File: src/rtl/ti_cic_interp_4lane_if.sv
// Sample-in / 4-lane-word-out bundle for the interleaved CIC interpolator.
// master drives samples and consumes words; slave is the interpolator.
interface ti_cic_interp_4lane_if #(
  parameter int BW = 11
);
  logic signed [BW-1:0] IN;
  logic                 IN_VALID;
  logic                 IN_READY;
  logic signed [BW+2:0] OUT1;
  logic signed [BW+2:0] OUT2;
  logic signed [BW+2:0] OUT3;
  logic signed [BW+2:0] OUT4;
  logic                 OUT_VALID;
  logic                 UNDERFLOW;

  modport master (
    output IN, IN_VALID,
    input  IN_READY, OUT1, OUT2, OUT3, OUT4, OUT_VALID, UNDERFLOW
  );

  modport slave (
    input  IN, IN_VALID,
    output IN_READY, OUT1, OUT2, OUT3, OUT4, OUT_VALID, UNDERFLOW
  );
endinterface

File: src/rtl/ti_cic_interp_4lane.sv
// R=8, N=2 CIC interpolator packing the high-rate stream into 4-sample DAC words.
// Input sample first reaches i2 two edges after accept; word registered 1 clk after its last sample; a missing sample is held (sticky UNDERFLOW).
module ti_cic_interp_4lane #(
  parameter int BW = 11
) (
  input  logic                        CLK,
  input  logic                        RES,
  input  logic                        ENABLE,
  ti_cic_interp_4lane_if.slave        bus
);
  localparam int W = BW + 3;

  logic [2:0]          phase;
  logic [1:0]          lane;
  logic signed [W-1:0] x_d;
  logic signed [W-1:0] c1_d;
  logic signed [W-1:0] s;
  logic signed [W-1:0] i1;
  logic signed [W-1:0] i2;
  logic signed [W-1:0] lane_buf [3];
  logic signed [W-1:0] out1, out2, out3, out4;
  logic                out_vld;
  logic                underflow;

  logic signed [W-1:0] x;
  logic signed [W-1:0] c1;
  logic signed [W-1:0] c2;

  // A missing sample repeats the previous one so the output holds its level.
  always_comb begin
    x  = bus.IN_VALID ? {{3{bus.IN[BW-1]}}, bus.IN} : x_d;
    c1 = x - x_d;
    c2 = c1 - c1_d;
  end

  assign bus.IN_READY  = ENABLE & (phase == 3'd0);
  assign bus.OUT1      = out1;
  assign bus.OUT2      = out2;
  assign bus.OUT3      = out3;
  assign bus.OUT4      = out4;
  assign bus.OUT_VALID = out_vld & ENABLE;
  assign bus.UNDERFLOW = underflow;

  always_ff @(posedge CLK) begin
    if (RES) begin
      phase     <= '0;
      lane      <= '0;
      x_d       <= '0;
      c1_d      <= '0;
      s         <= '0;
      i1        <= '0;
      i2        <= '0;
      for (int k = 0; k < 3; k++) lane_buf[k] <= '0;
      out1      <= '0;
      out2      <= '0;
      out3      <= '0;
      out4      <= '0;
      out_vld   <= 1'b0;
      underflow <= 1'b0;
    end else if (ENABLE) begin
      phase <= phase + 3'd1;
      lane  <= lane + 2'd1;

      if (phase == 3'd0) begin
        x_d  <= x;
        c1_d <= c1;
        s    <= c2;
        if (!bus.IN_VALID) underflow <= 1'b1;
      end else begin
        s <= '0;
      end

      // Integrators see the comb output of the previous edge (old s).
      i1 <= i1 + s;
      i2 <= i2 + i1;

      if (lane == 2'd3) begin
        out1    <= lane_buf[0];
        out2    <= lane_buf[1];
        out3    <= lane_buf[2];
        out4    <= i2;
        out_vld <= 1'b1;
      end else begin
        lane_buf[lane] <= i2;
        out_vld        <= 1'b0;
      end
    end
  end
endmodule

File: src/flat_wrapper.sv
// flat-port wrapper written by rule: the top's interface ports become plain ports
module ti_cic_interp_4lane_flat 
#(
  parameter int BW = 11
)
  (CLK, RES, ENABLE, bus_IN, bus_IN_VALID, bus_IN_READY, bus_OUT1, bus_OUT2, bus_OUT3, bus_OUT4, bus_OUT_VALID, bus_UNDERFLOW);
  ti_cic_interp_4lane_if #(.BW(BW)) bus_i ();
  input  logic CLK;
  input  logic RES;
  input  logic ENABLE;
  input wire logic [$bits(bus_i.IN)-1:0] bus_IN;
  input wire logic [$bits(bus_i.IN_VALID)-1:0] bus_IN_VALID;
  output wire logic [$bits(bus_i.IN_READY)-1:0] bus_IN_READY;
  output wire logic [$bits(bus_i.OUT1)-1:0] bus_OUT1;
  output wire logic [$bits(bus_i.OUT2)-1:0] bus_OUT2;
  output wire logic [$bits(bus_i.OUT3)-1:0] bus_OUT3;
  output wire logic [$bits(bus_i.OUT4)-1:0] bus_OUT4;
  output wire logic [$bits(bus_i.OUT_VALID)-1:0] bus_OUT_VALID;
  output wire logic [$bits(bus_i.UNDERFLOW)-1:0] bus_UNDERFLOW;
  assign bus_i.IN = bus_IN;
  assign bus_i.IN_VALID = bus_IN_VALID;
  assign bus_IN_READY = bus_i.IN_READY;
  assign bus_OUT1 = bus_i.OUT1;
  assign bus_OUT2 = bus_i.OUT2;
  assign bus_OUT3 = bus_i.OUT3;
  assign bus_OUT4 = bus_i.OUT4;
  assign bus_OUT_VALID = bus_i.OUT_VALID;
  assign bus_UNDERFLOW = bus_i.UNDERFLOW;
  ti_cic_interp_4lane #(.BW(BW)) u_core (.CLK(CLK), .RES(RES), .ENABLE(ENABLE), .bus(bus_i));
endmodule
File: config.mk
export PLATFORM = sky130hd
export DESIGN_NAME = ti_cic_interp_4lane_flat
export DESIGN_NICKNAME = d
export VERILOG_FILES = /design/src/rtl/ti_cic_interp_4lane_if.sv /design/src/rtl/ti_cic_interp_4lane.sv /design/src/flat_wrapper.sv
export SDC_FILE = /design/constraint.sdc
export NUM_CORES = 1
export LEC_CHECK = 0
export ABC_CLOCK_PERIOD_IN_PS = 6200
export CAP_MARGIN = 20
export CORE_ASPECT_RATIO = 0.7
export CORE_MARGIN = 2
export CORE_UTILIZATION = 58
export CTS_BUF_LIST = sky130_fd_sc_hd__clkbuf_16
export DETAILED_ROUTE_END_ITERATION = 12
export PLACE_DENSITY_LB_ADDON = 0.1
export SLEW_MARGIN = 20
export SYNTH_ARGS = -nofsm -noshare
export SYNTH_HDL_FRONTEND = slang
export SYNTH_SLANG_ARGS = --single-unit
File: constraint.sdc
create_clock -name CLK -period 6.2 [get_ports CLK]
set_input_delay 1.24 -clock CLK [delete_from_list [all_inputs] [get_ports CLK]]
set_output_delay 1.24 -clock CLK [all_outputs]
set_load 0.02 [all_outputs]
; Yosys cells after proc, flatten, opt, wreduce, memory -nomap -nowiden
; Memory sizes are Yosys's and may differ from the RTL's. A register that Yosys moved wholly into a read port is not among the register bits.
; Cells that the tools add are included.
[word_totals]
ff_bits = 91
mem_bits_rw = 42
input_bits = 15
out_inout_bits = 59
elab_cells = 38
mem_count = 1
[memory_table]
columns = memory, depth, width, rd, rd_clocked_by_memory_dff, wr, line_no
row1 = u_core.lane_buf, 3, 14, 3, 3, 3, ti_cic_interp_4lane.sv:20  ; logic signed [W-1:0] lane_buf [3];
[classes]
n_addsub = 6
n_eq_ne = 1
n_mux = 12
bitwise = 3
n_reduce_logical = 5
[op_table]
columns = operator, n
row1 = $mux W14, 3
row2 = $add A14 B14 Y14, 2
row3 = $sub A14 B14 Y14, 2
row4 = $reduce_or A14 Y1, 1
row5 = $mux W1, 8
row6 = $reduce_and A2 Y1, 2
row7 = $add A3 B1 Y3 const B, 1
row8 = $logic_not A3 Y1, 1
row9 = $reduce_and A3 Y1, 1
row10 = $add A2 B1 Y2 const B, 1
row11 = $and A1 B1 Y1, 2
row12 = $eq A2 B2 Y1 const B, 1
row13 = $mux W2, 1
row14 = $not A1 Y1, 1

; Logic depth before layout (Yosys ltp)
; Gate-level depths: netlist of run 1.
[logic_depth]
word_depth = 7
mapped_depth = 20
ltp_nobuf = 18

; Least setup slack after synthesis of run 1
; No wires, ideal clock.
[synth_path]
path_type = input -> register
from = in bus_IN_VALID
to = reg u_core.s[13]
setup_ns = 0.117
arrival_time_ns = 5.130
t_required_ns = 6.083
slack_ns = 0.953
cell_stages = 20
n_path_buf = 2
cell_sequence = clkbuf_1 -> clkbuf_1 -> mux2i_1 -> ha_1 -> inv_1 -> fa_1 -> a21o_1 -> a21oi_1 -> o21bai_1 -> a2111oi_0 -> or3_1 -> xnor2_1 -> ha_1 -> a21oi_1 -> o21ai_0 -> a211o_1 -> a31oi_1 -> a311o_1 -> xnor2_1 -> a22o_1
[synth_between]
elab_chain_cells = 4
[synth_lines]
columns = item, line_no
row1 = start: declaration, flat_wrapper.sv:12  ; input wire logic [$bits(bus_i.IN_VALID)-1:0] bus_IN_VALID;
row2 = $mux W14, ti_cic_interp_4lane.sv:31  ; x = bus.IN_VALID ? {{3{bus.IN[BW-1]}}, bus.IN} : x_d;
row3 = $sub A14 B14 Y14, ti_cic_interp_4lane.sv:32  ; c1 = x - x_d;
row4 = net u_core.c1[8], ti_cic_interp_4lane.sv:26  ; logic signed [W-1:0] c1;
row5 = $sub A14 B14 Y14, ti_cic_interp_4lane.sv:33  ; c2 = c1 - c1_d;
row6 = $mux W14, ti_cic_interp_4lane.sv:64  ; if (phase == 3'd0) begin
row7 = end signal: assignment, ti_cic_interp_4lane.sv:50  ; s <= '0;
row8 = end signal: assignment, ti_cic_interp_4lane.sv:67  ; s <= c2;
row9 = end signal: assignment, ti_cic_interp_4lane.sv:70  ; s <= '0;
row10 = end: declaration, ti_cic_interp_4lane.sv:17  ; logic signed [W-1:0] s;
; The timed path passes the listed nets, and every way through them passes these cells.
; A chain may end at the register's enable or synchronous reset.

; Final worst setup path of run 1
[layout_path]
from = in bus_IN_VALID
to = reg u_core.s[13]
[layout_between]
elab_chain_cells = 4
[layout_lines]
columns = item, line_no
row1 = $mux W14, ti_cic_interp_4lane.sv:31
row2 = net u_core.x[1], ti_cic_interp_4lane.sv:25  ; logic signed [W-1:0] x;
row3 = $sub A14 B14 Y14, ti_cic_interp_4lane.sv:32
row4 = net u_core.c1[8], ti_cic_interp_4lane.sv:26
row5 = $sub A14 B14 Y14, ti_cic_interp_4lane.sv:33
row6 = $mux W14, ti_cic_interp_4lane.sv:64
; The timed path passes the listed nets, and every way through them passes these cells.

==> impl_metrics.py, run 1 <==
metrics = {
    "status": {
        "run_status": "finished clean",
    },
    "synthesis": {
        "synth.avg_cell_area_um2": 8.72,
        "post_synth_inst_count": 1004,
        "synth_fp_nets": 1081,
        "synth_adder_area_share": 0.0921,
        "netlist_top_cells_area": "dfxtp_1, edfxtp_1, ha_1",
        "synth-warning-count": 0,
        "synth_ff_type": "dfxtp_1",
        "seq_area_frac_synth": 0.448,
        "share_of_the_synthesized_area_in_the_top_cell_type": 0.304,
        "netlist-cell-type-count": 58,
        "post-synth-top-area-cell": "dfxtp_1",
        "synthesis.area_mm2": 0.00875,
        "complex_gate_fraction_of_the_synthesized_area": 0.176,
        "ys_async_sr_fraction": 0,
        "synth_top_family_by_area": "simple AND/OR/NAND/NOR gates",
        "synth_xor_xnor_area_share": 0.0360,
        "post_synth_and_or_nand_nor_area_fraction": 0.192,
        "synth_edf_count": 42,
        "synth_mux_area_frac": 0.0149,
        "synth_seq_cells": 175,
    },
    "timing": {
        "timing.final.crit_period_ps": 5240,
        "unrepaired_setup_endpoints_after_global_routing": "no",
        "setup_violations": 0,
        "layout_worst_path_cycle_share": 0.846,
        "totalNegativeSetupSlack_ps": 0,
        "slew_headroom": 0.317,
        "final_hold_viol_count": 0,
        "timing_worst_slew_pin_value_ps": 1030,
        "slew_violations": 0,
        "max_clock_skew_ps": 13.9,
        "fmax_ghz": 0.191,
    },
    "final_layout": {
        "fin_cells": 1263,
        "share_of_the_core_filled_with_cells_in_the_final_layout": 0.693,
        "most_frequent_cells_in_the_layout": "nand2_1, dfxtp_1, a21oi_1",
        "diodes": 0,
        "commonest_non_fill_non_tap_cell_in_the_layout": "nand2_1",
        "finish.net_count": 1132,
        "final_layout_size_suffix_gt1_frac": 0.0487,
        "num-fill-cells": 1181,
        "signed_area_change_from_the_synthesized_netlist_to_the_final_layout_pct": 16.6,
    },
    "drt": {
        "dr_wl_met3_um": 1090,
        "vias": 7219,
        "finalWirelength_um": 20100,
        "met1_length_um": 10600,
        "avgRoutedWirePerCell_um": 15.9,
        "dr_wl_met2_um": 8100,
        "route.detailed.drc": 0,
        "first_iter_violations": 605,
        "routed.top_layer": "met4",
        "vias_per_cell": 5.72,
        "ant_nets": 0,
        "firstDrtPassIters": 5,
    },
    "critical_path": {
        "critical_path.startpoint": "bus_IN_VALID",
        "r2r_path_start": "u_core.x_d[0]$_SDFFE_PP0P_",
        "timing.critical_path.from_type": "primary input",
        "nature_of_the_critical_path_endpoint": "register",
        "worst_ep_arrival_time_ps": 5570,
        "required_ps": 6520,
        "critical_path_peak_fanout": 26,
        "critical_path_class": "in2reg",
    },
    "clock_network": {
        "cts_resized": 0,
        "clkTransAtPathRegs_ps": 70,
        "ctsRootBufferMaster": "clkbuf_16",
        "htree_levels": 4,
        "numCtsBuffers": 17,
        "numClockSinks": 175,
        "clockBufferDepth": 2,
        "post_cts.repair.setup_buffers": 0,
        "tritoncts": "built",
        "cts_hold_buffers": 0,
        "insertion_delay_to_the_later_sink_of_the_worst_skew_pair_ps": 430,
    },
    "floorplanning": {
        "core-area_mm2": 0.0147,
        "ioPinCount": 74,
        "placementRows": 37,
        "die_y_um": 107,
        "die_w_um": 151,
        "die_area_mm2": 0.0161,
        "start_util": 0.595,
    },
    "global_route": {
        "first_pass_grt_wire_length_um": 32400,
        "first_global_vias": 6362,
        "grtUsageTotal": 0.255,
        "largest_net_degree_at_the_start_of_global_routing": 58,
        "grt_overflow": 0,
        "grt_antenna_before_repair": 0,
    },
    "placement": {
        "dp_hpwl_um": 13400,
        "port_buffers": 73,
        "numPlacedInstances": 1231,
        "global_placement_routability_congestion": 0.892,
    },
    "power_and_ir_drop": {
        "power.ir.vdd_worst_uv": 208,
        "power.density_cell_area_mw_per_mm2": 338,
        "p_leak_uw": 0.00410,
    },
    "worst_hold_path": {
        "hold_start": "bus_OUT2[8]$_SDFFE_PP0P_",
        "worstHoldPathType": "reg2reg",
    },
    "flow_run": {
        "max_cap_viol": 0,
    },
}
==> final timing paths <==
path | to | slack, ps | cells after the start
setup reg to reg | u_core.s[13]$_SDFFE_PP0P_ | 2040 | 18
hold reg to reg | bus_OUT2[8]$_SDFFE_PP0P_ | 450 | 2
hold / removal | bus_OUT2[8]$_SDFFE_PP0P_ | 450 | 2
setup / recovery | u_core.s[13]$_SDFFE_PP0P_ | 960 | 18
==> stage by stage <==
stage	hold slack (ps)	total power [µW]	cell area (µm²)	worst slack (ps)
floorplan	436	2130	8750	953
global placement	441	2360	9610	642
detailed placement	446	2360	9610	537
CTS	455	3450	10200	960
global route	470	3640	10200	515
finish	454	3450	10200	955
==> logic make-up after synthesis <==
logic type | Yosys count
adders and majority gates | 62
AOI/OAI and AO/OA | 251
buffers and inverters | 96
and+or+nand+nor | 371
muxes | 13
DFF | 175
xor gates and xnor gates | 36
==> layer usage <==
metal  up-vias  track usage
met2       221        0.340
met1      3359        0.417
met4         0       0.0801
met3        27       0.0353
met5         -            0
li1       3612            -
==> area by class of cell <==
class	count	area [µm²]	share of cell area
inverters	45	169	0.0165
flip-flops and latches	175	3920	0.384
multi-input cells	733	4470	0.438
repair buffers	83	803	0.0787
well taps	195	244	0.0239
clock inverters	15	169	0.0165
clock buffers	17	425	0.0417
==> worst max-delay path, cell delays in order <==
cell	delay, ps
clkdlybuf4s50_1	490
buf_4	260
o21ai_0	210
fa_1	500
a21o_1	170
a21oi_1	260
o21bai_1	130
a2111oi_0	390
or3_1	220
xnor2_1	100
ha_1	400
a21oi_1	90
o21ai_0	230
a211o_1	160
a31oi_1	40
a311o_1	340
xnor2_1	130
a22o_1	200
==> flip-flops by register name, summed over array words and instances (netlist names) <==
register / cells
u_core.out_vld: 1
bus_OUT1: 14
u_core.lane: 2
u_core.i2: 14
u_core.i1: 14
u_core.bus.UNDERFLOW: 1
u_core.c1_d: 14
u_core.lane_buf: 42
u_core.s: 14
u_core.bus.OUT4: 14
u_core.phase: 3
bus_OUT2: 14
bus_OUT3: 14
u_core.x_d: 14
==> cell usage after synthesis (all sizes together), types with 9 or more instances <==
master and number:
and3 47, clkbuf 42, ha 58, o21a 9, xor2 17, dfxtp 133, xnor2 19, mux2i 13
nand2 169, a21oi 106, buf 9, nor3 11, nor2b 11, o21ai 44, edfxtp 42, nor2 89
a211oi 24, inv 44, a21o 18
==> power by group <==
part | internal, µW | total [µW] | switching (µW)
Clock | 574 | 1080 | 503
Combinational | 432 | 1020 | 587
Sequential | 1270 | 1360 | 89.7
No activity file was read; power rests on OpenSTA's default activity.
==> run 2: changes to the inputs <==
- ABC_CLOCK_PERIOD_IN_PS: 6200 -> 5200
- clock period: 6.2 -> 5.2 ns (I/O delays scaled with it)
==> impl_metrics.py, run 2 (same netlist as run 1, synthesis figures left out) <==
metrics = {
    "final_layout": {
        "diodes": 0,
        "finish.net_count": 1140,
        "sequential_cell_area_mm2": 0.00392,
        "num-fill-cells": 1236,
        "largest_register_by_flop_count": "u_core.lane_buf",
        "commonest_non_fill_non_tap_cell_in_the_layout": "nand2_1",
        "signed_area_change_from_the_synthesized_netlist_to_the_final_layout_pct": 16.8,
        "final_area_mm2": 0.0102,
        "largest_register_ff_count": 42,
        "total_area_of_multi_input_combinational_cells_mm2": 0.00447,
        "most_frequent_cells_in_the_layout": "nand2_1, dfxtp_1, a21oi_1",
        "final_layout_size_suffix_gt1_frac": 0.0530,
    },
    "clock_network": {
        "clockBufferDepth": 2,
        "tritoncts": "built",
        "clkTransAtPathRegs_ps": 70,
        "numCtsBuffers": 17,
        "post_cts.repair.setup_buffers": 0,
        "ctsRootBufferMaster": "clkbuf_16",
        "numClockSinks": 175,
        "htree_levels": 4,
        "cts_resized": 0,
        "cts_hold_buffers": 0,
        "insertion_delay_to_the_later_sink_of_the_worst_skew_pair_ps": 430,
    },
    "floorplanning": {
        "core-area_mm2": 0.0147,
        "ioPinCount": 74,
        "start_util": 0.595,
        "placementRows": 37,
        "die_y_um": 107,
        "die_area_mm2": 0.0161,
        "die_w_um": 151,
    },
    "placement": {
        "port_buffers": 73,
        "dp_slack_ps": -20.6,
        "dp_hpwl_um": 13600,
        "post_dp_cell_area_mm2": 0.00967,
        "global_placement_routability_congestion": 0.869,
    },
    "timing": {
        "final_hold_viol_count": 0,
        "unrepaired_setup_endpoints_after_global_routing": "no",
        "fmax_ghz": 0.205,
        "layout_worst_path_cycle_share": 0.940,
        "max_clock_skew_ps": 8.18,
        "slew_headroom": 0.297,
        "timing.final.crit_period_ps": 4890,
        "worst_hold_slack_ps": 453,
        "slew_violations": 0,
        "setup_slack_ps": 312,
        "setup_violations": 0,
        "timing_worst_slew_pin_value_ps": 1050,
    },
    "global_route": {
        "grtUsageTotal": 0.260,
        "grt_antenna_before_repair": 0,
        "first_global_vias": 6473,
        "first_pass_grt_wire_length_um": 32900,
        "grt_overflow": 0,
        "largest_net_degree_at_the_start_of_global_routing": 58,
    },
    "power_and_ir_drop": {
        "power.ir.vdd_worst_uv": 245,
        "p_leak_uw": 0.00412,
        "power.density_cell_area_mw_per_mm2": 398,
    },
    "flow_run": {
        "max_cap_viol": 0,
    },
    "drt": {
        "finalWirelength_um": 20300,
        "ant_nets": 0,
        "route.detailed.drc": 0,
        "avgRoutedWirePerCell_um": 16.0,
        "first_iter_violations": 603,
        "firstDrtPassIters": 5,
        "vias_per_cell": 5.70,
        "vias": 7245,
    },
    "critical_path": {
        "cp_cell_sequence": "clkdlybuf4s50_1 -> buf_4 -> o21ai_0 -> buf_4 -> ha_1 -> nor2b_1 -> o31a_1 -> o211ai_1 -> nand2_1 -> xor2_1 -> ha_1 -> nand2_1 -> o21ai_0 -> a211o_1 -> a31oi_1 -> a311o_1 -> xnor2_1 -> a22o_1",
        "critPathBufInv": 3,
        "nature_of_the_critical_path_endpoint": "register",
        "timing.critical_path.from_type": "primary input",
        "critical_path_peak_fanout": 26,
        "slowest_delay_ps": 490,
        "critical_path_slowest_stage_cell": "clkdlybuf4s50_1",
        "critical_path_class": "in2reg",
        "worst_ep_arrival_time_ps": 5210,
        "required_ps": 5520,
        "crit_path_leading_delay_family": "compound AO/OA/AOI/OAI gates",
    },
    "status": {
        "run_status": "finished clean",
    },
    "worst_hold_path": {
        "worstHoldPathType": "reg2reg",
    },
}
[run 2: cell types whose count changed in the layout (fill, tap and decap cells not counted), sizes merged]
cell / before / now
buf: 11 / 19
clkinv: 7 / 6
clkinvlp: 1 / 2
[run 2: worst paths after layout]
check | to | from | slack, ps | depth (start not counted)
hold / removal | bus_OUT2[13]$_SDFFE_PP0P_ | bus_OUT2[13]$_SDFFE_PP0P_ | 450 | 2
setup / recovery | u_core.s[13]$_SDFFE_PP0P_ | bus_IN_VALID | 310 | 18
setup reg to reg | u_core.s[13]$_SDFFE_PP0P_ | u_core.x_d[1]$_SDFFE_PP0P_ | 1190 | 17
hold reg to reg | bus_OUT2[13]$_SDFFE_PP0P_ | bus_OUT2[13]$_SDFFE_PP0P_ | 450 | 2
[run 2: per-layer routing]
layer / part of all wire / global-route usage / vias to the layer above
met1: 0.52 / 0.417 / 3381
met5: 0 / 0 / -
li1: - / - / 3629
met4: 0.010 / 0.0601 / 0
met2: 0.40 / 0.358 / 216
met3: 0.068 / 0.0498 / 19
[run 2: stage by stage]
stage | utilization | cells | TNS (ps) | total power (µW)
after floorplan | - | 1004 | 0 | 2540
after global placement | 0.657 | 1239 | 0 | 2830
after detailed placement | 0.657 | 1239 | -20.6 | 2840
after CTS | 0.694 | 1271 | 0 | 4060
after global routing | 0.694 | 1271 | 0 | 4270
final | 0.694 | 1271 | 0 | 4070
[run 2: final cells by class]
class | instances | share of cell area
flip-flops and latches | 175 | 0.384
well taps | 195 | 0.0239
inverters | 45 | 0.0165
clock buffers | 17 | 0.0416
clock inverters | 15 | 0.0119
repair buffers | 91 | 0.0845
multi-input cells | 733 | 0.438
[run 2: tightest hold or removal path, cell delays in order, from the launching register on]
cell and delay [ps]:
dfxtp_1 310, nand2_1 50, a21oi_1 50
[run 2: where the power goes]
part | internal [µW] | total (µW) | leakage [µW] | switching (µW)
sequential | 1510 | 1620 | 0.00152 | 108
combinational | 530 | 1240 | 0.00233 | 710
clock | 658 | 1200 | 0.000277 | 545
==> run 3: changes to the inputs <==
- ABC_AREA: not set -> 1
==> impl_metrics.py, run 3 <==
metrics = {
    "worst_hold_path": {
        "holdPathStages": 2,
        "hold_start": "u_core.out_vld$_SDFFE_PP0P_",
        "hold-path-endpoint": "u_core.out_vld$_SDFFE_PP0P_",
        "worstHoldPathType": "reg2reg",
    },
    "critical_path": {
        "critical_path_peak_fanout": 16,
        "critical_path_class": "in2reg",
        "worst_ep_arrival_time_ps": 4670,
        "required_ps": 5490,
        "worstReg2RegEnd": "u_core.s[13]$_SDFFE_PP0P_",
        "timing.critical_path.from_type": "primary input",
        "slowest_delay_ps": 550,
        "cp_cell_sequence": "clkdlybuf4s50_1 -> buf_4 -> o21ai_0 -> fa_1 -> nand3_1 -> nand2_1 -> a21oi_1 -> o21ai_2 -> nand2_1 -> a21o_1 -> nand2_1 -> ha_1 -> nand2_1 -> nor2_1 -> nand2_1 -> o21ai_0 -> nand3_1 -> nand3_2 -> a21oi_2",
        "critical_path_slowest_stage_cell": "clkdlybuf4s50_1",
        "reg2regPathDepth": 19,
        "critPathBufInv": 2,
        "nature_of_the_critical_path_endpoint": "register",
        "r2r_path_start": "u_core.x_d[0]$_SDFFE_PP0P_",
        "crit_path_leading_delay_family": "compound AO/OA/AOI/OAI gates",
        "worst-r2r-setup-slack_ps": 1780,
        "crit_top_cell": "nand2_1",
    },
    "final_layout": {
        "diodes": 0,
        "most_frequent_cells_in_the_layout": "nor2_1, nand2_1, dfxtp_1",
        "fin_cells": 1376,
        "largest_register_by_flop_count": "u_core.lane_buf",
        "share_of_the_core_filled_with_cells_in_the_final_layout": 0.693,
        "largest_register_ff_count": 42,
        "commonest_non_fill_non_tap_cell_in_the_layout": "nor2_1",
        "finish.net_count": 1245,
        "final_layout_size_suffix_gt1_frac": 0.0618,
        "signed_area_change_from_the_synthesized_netlist_to_the_final_layout_pct": 16.4,
    },
    "clock_network": {
        "numClockSinks": 175,
        "clockBufferDepth": 2,
        "numCtsBuffers": 17,
        "clkTransAtPathRegs_ps": 70,
        "htree_levels": 4,
        "cts_hold_buffers": 0,
        "tritoncts": "built",
        "insertion_delay_to_the_later_sink_of_the_worst_skew_pair_ps": 430,
        "cts_resized": 0,
        "post_cts.repair.setup_buffers": 0,
        "ctsRootBufferMaster": "clkbuf_16",
    },
    "synthesis": {
        "post_synth_inst_count": 1112,
        "netlist_top_cells_area": "dfxtp_1, edfxtp_1, ha_1",
        "synthesis.area_mm2": 0.00876,
        "synth_fp_nets": 1189,
        "netlist-cell-type-count": 40,
        "synth_edf_count": 42,
        "yosys-top-cells-count": "nor2_1, nand2_1, dfxtp_1, o21ai_0, inv_1",
        "seq_area_frac_synth": 0.448,
        "share_of_the_synthesized_area_in_the_top_cell_type": 0.304,
        "ys_async_sr_fraction": 0,
        "post-synth-top-area-cell": "dfxtp_1",
        "synth_seq_cells": 175,
        "synth-warning-count": 0,
        "synth.avg_cell_area_um2": 7.88,
        "synth_ff_type": "dfxtp_1",
        "most_common_cell_in_the_synthesized_netlist": "nor2_1",
    },
    "floorplanning": {
        "ioPinCount": 74,
        "die_area_mm2": 0.0161,
        "die_w_um": 151,
        "core-area_mm2": 0.0147,
        "start_util": 0.595,
        "die_y_um": 107,
        "placementRows": 37,
    },
    "global_route": {
        "first_pass_grt_wire_length_um": 31900,
        "grtUsageTotal": 0.254,
        "grt_overflow": 0,
        "largest_net_degree_at_the_start_of_global_routing": 59,
        "first_global_vias": 6368,
        "grt_antenna_before_repair": 0,
    },
    "drt": {
        "avgRoutedWirePerCell_um": 14.3,
        "first_iter_violations": 678,
        "finalWirelength_um": 19600,
        "route.detailed.drc": 0,
        "ant_nets": 0,
        "firstDrtPassIters": 7,
        "vias_per_cell": 5.27,
        "vias": 7255,
    },
    "flow_run": {
        "max_cap_viol": 0,
    },
    "timing": {
        "max_clock_skew_ps": 6.98,
        "slew_headroom": 0.558,
        "setup_violations": 0,
        "slew_violations": 0,
        "setup_slack_ps": 828,
        "fmax_ghz": 0.229,
        "totalNegativeSetupSlack_ps": 0,
        "timing_worst_slew_pin_value_ps": 664,
        "layout_worst_path_cycle_share": 0.841,
        "final_hold_viol_count": 0,
        "unrepaired_setup_endpoints_after_global_routing": "no",
        "timing.final.crit_period_ps": 4370,
    },
    "power_and_ir_drop": {
        "power.density_cell_area_mw_per_mm2": 378,
        "power.ir.vdd_worst_uv": 241,
        "p_total_uw": 3860,
        "p_leak_uw": 0.00448,
    },
    "placement": {
        "dp_hpwl_um": 13700,
        "dp_slack_ps": 498,
        "port_buffers": 73,
        "global_placement_routability_congestion": 0.877,
        "numPlacedInstances": 1344,
    },
    "status": {
        "run_status": "finished clean",
    },
}
run 3: cell count changes after synthesis, sizes merged, moves of 8 or more:
cell,delta
a211oi,-18
a21o,-12
a21oi,+13
and3,-47
inv,+87
mux2i,-12
nand2,-14
nand3,+28
nor2,+93
nor2b,-11
nor3,-9
o21a,-8
o21ai,+99
xnor2,-10
run 3: worst register-to-register path, delay by kind of cell (launching register included):
family                   cells  cell delay (ps)
AO/OA/AOI/OAI                5              880
adder cells (fa/ha/maj)      3              930
buffers and inverters        1               70
flip-flops                   1              330
multiplexers                 1              180
AND/OR/NAND/NOR              9              880
run 3: per-layer routing:
layer	part of all wire	vias up	global-route usage	wire, µm
met5	0	-	0	0
met4	0.012	0	0.0688	236
met2	0.39	237	0.348	7690
li1	-	3761	-	-
met3	0.078	22	0.0664	1530
met1	0.52	3235	0.392	10200
run 3: how the worst max path moves through the flow:
stage,start,end,depth (start not counted)
4_1_cts,bus_IN_VALID,u_core.s[13]$_SDFFE_PP0P_,19
5_1_grt,bus_IN_VALID,u_core.s[13]$_SDFFE_PP0P_,20
3_3_place_gp,bus_IN_VALID,u_core.s[13]$_SDFFE_PP0P_,19
3_5_place_dp,bus_IN_VALID,u_core.s[13]$_SDFFE_PP0P_,19
2_1_floorplan,bus_IN_VALID,u_core.s[9]$_SDFFE_PP0P_,17
6_report,bus_IN_VALID,u_core.s[13]$_SDFFE_PP0P_,19
run 3: power breakdown:
group | total [µW] | internal [µW] | switching [µW]
Combinational | 1090 | 395 | 694
Sequential | 1550 | 1500 | 54.0
Clock | 1220 | 665 | 554
Total | 3860 | 2560 | 1300
run 3: kinds of logic after synthesis:
kind of cell / synth area share
buf+inv: 0.0769
compound gates: 0.176
simple gates: 0.176
fa+ha+maj: 0.0919
mux: 0.00114
flops: 0.448
xor+xnor: 0.0298
run 3: final cells by class:
cell class                      instances  area [µm²]
Clock inverter                         15         134
Tap cell                              195         244
Fill cell                            1211        4520
Sequential cell                       175        3920
Inverter                              133         499
Multi-Input combinational cell        759        4170
Clock buffer                           17         425
Timing Repair Buffer                   82         806
run 3: through the flow:
| step | hold slack, ps | instance area [µm²] |
|---|---|---|
| floorplan | 435 | 8760 |
| global placement | 446 | 9640 |
| detailed placement | 456 | 9640 |
| CTS | 466 | 10200 |
| global route | 497 | 10200 |
| finish | 467 | 10200 |
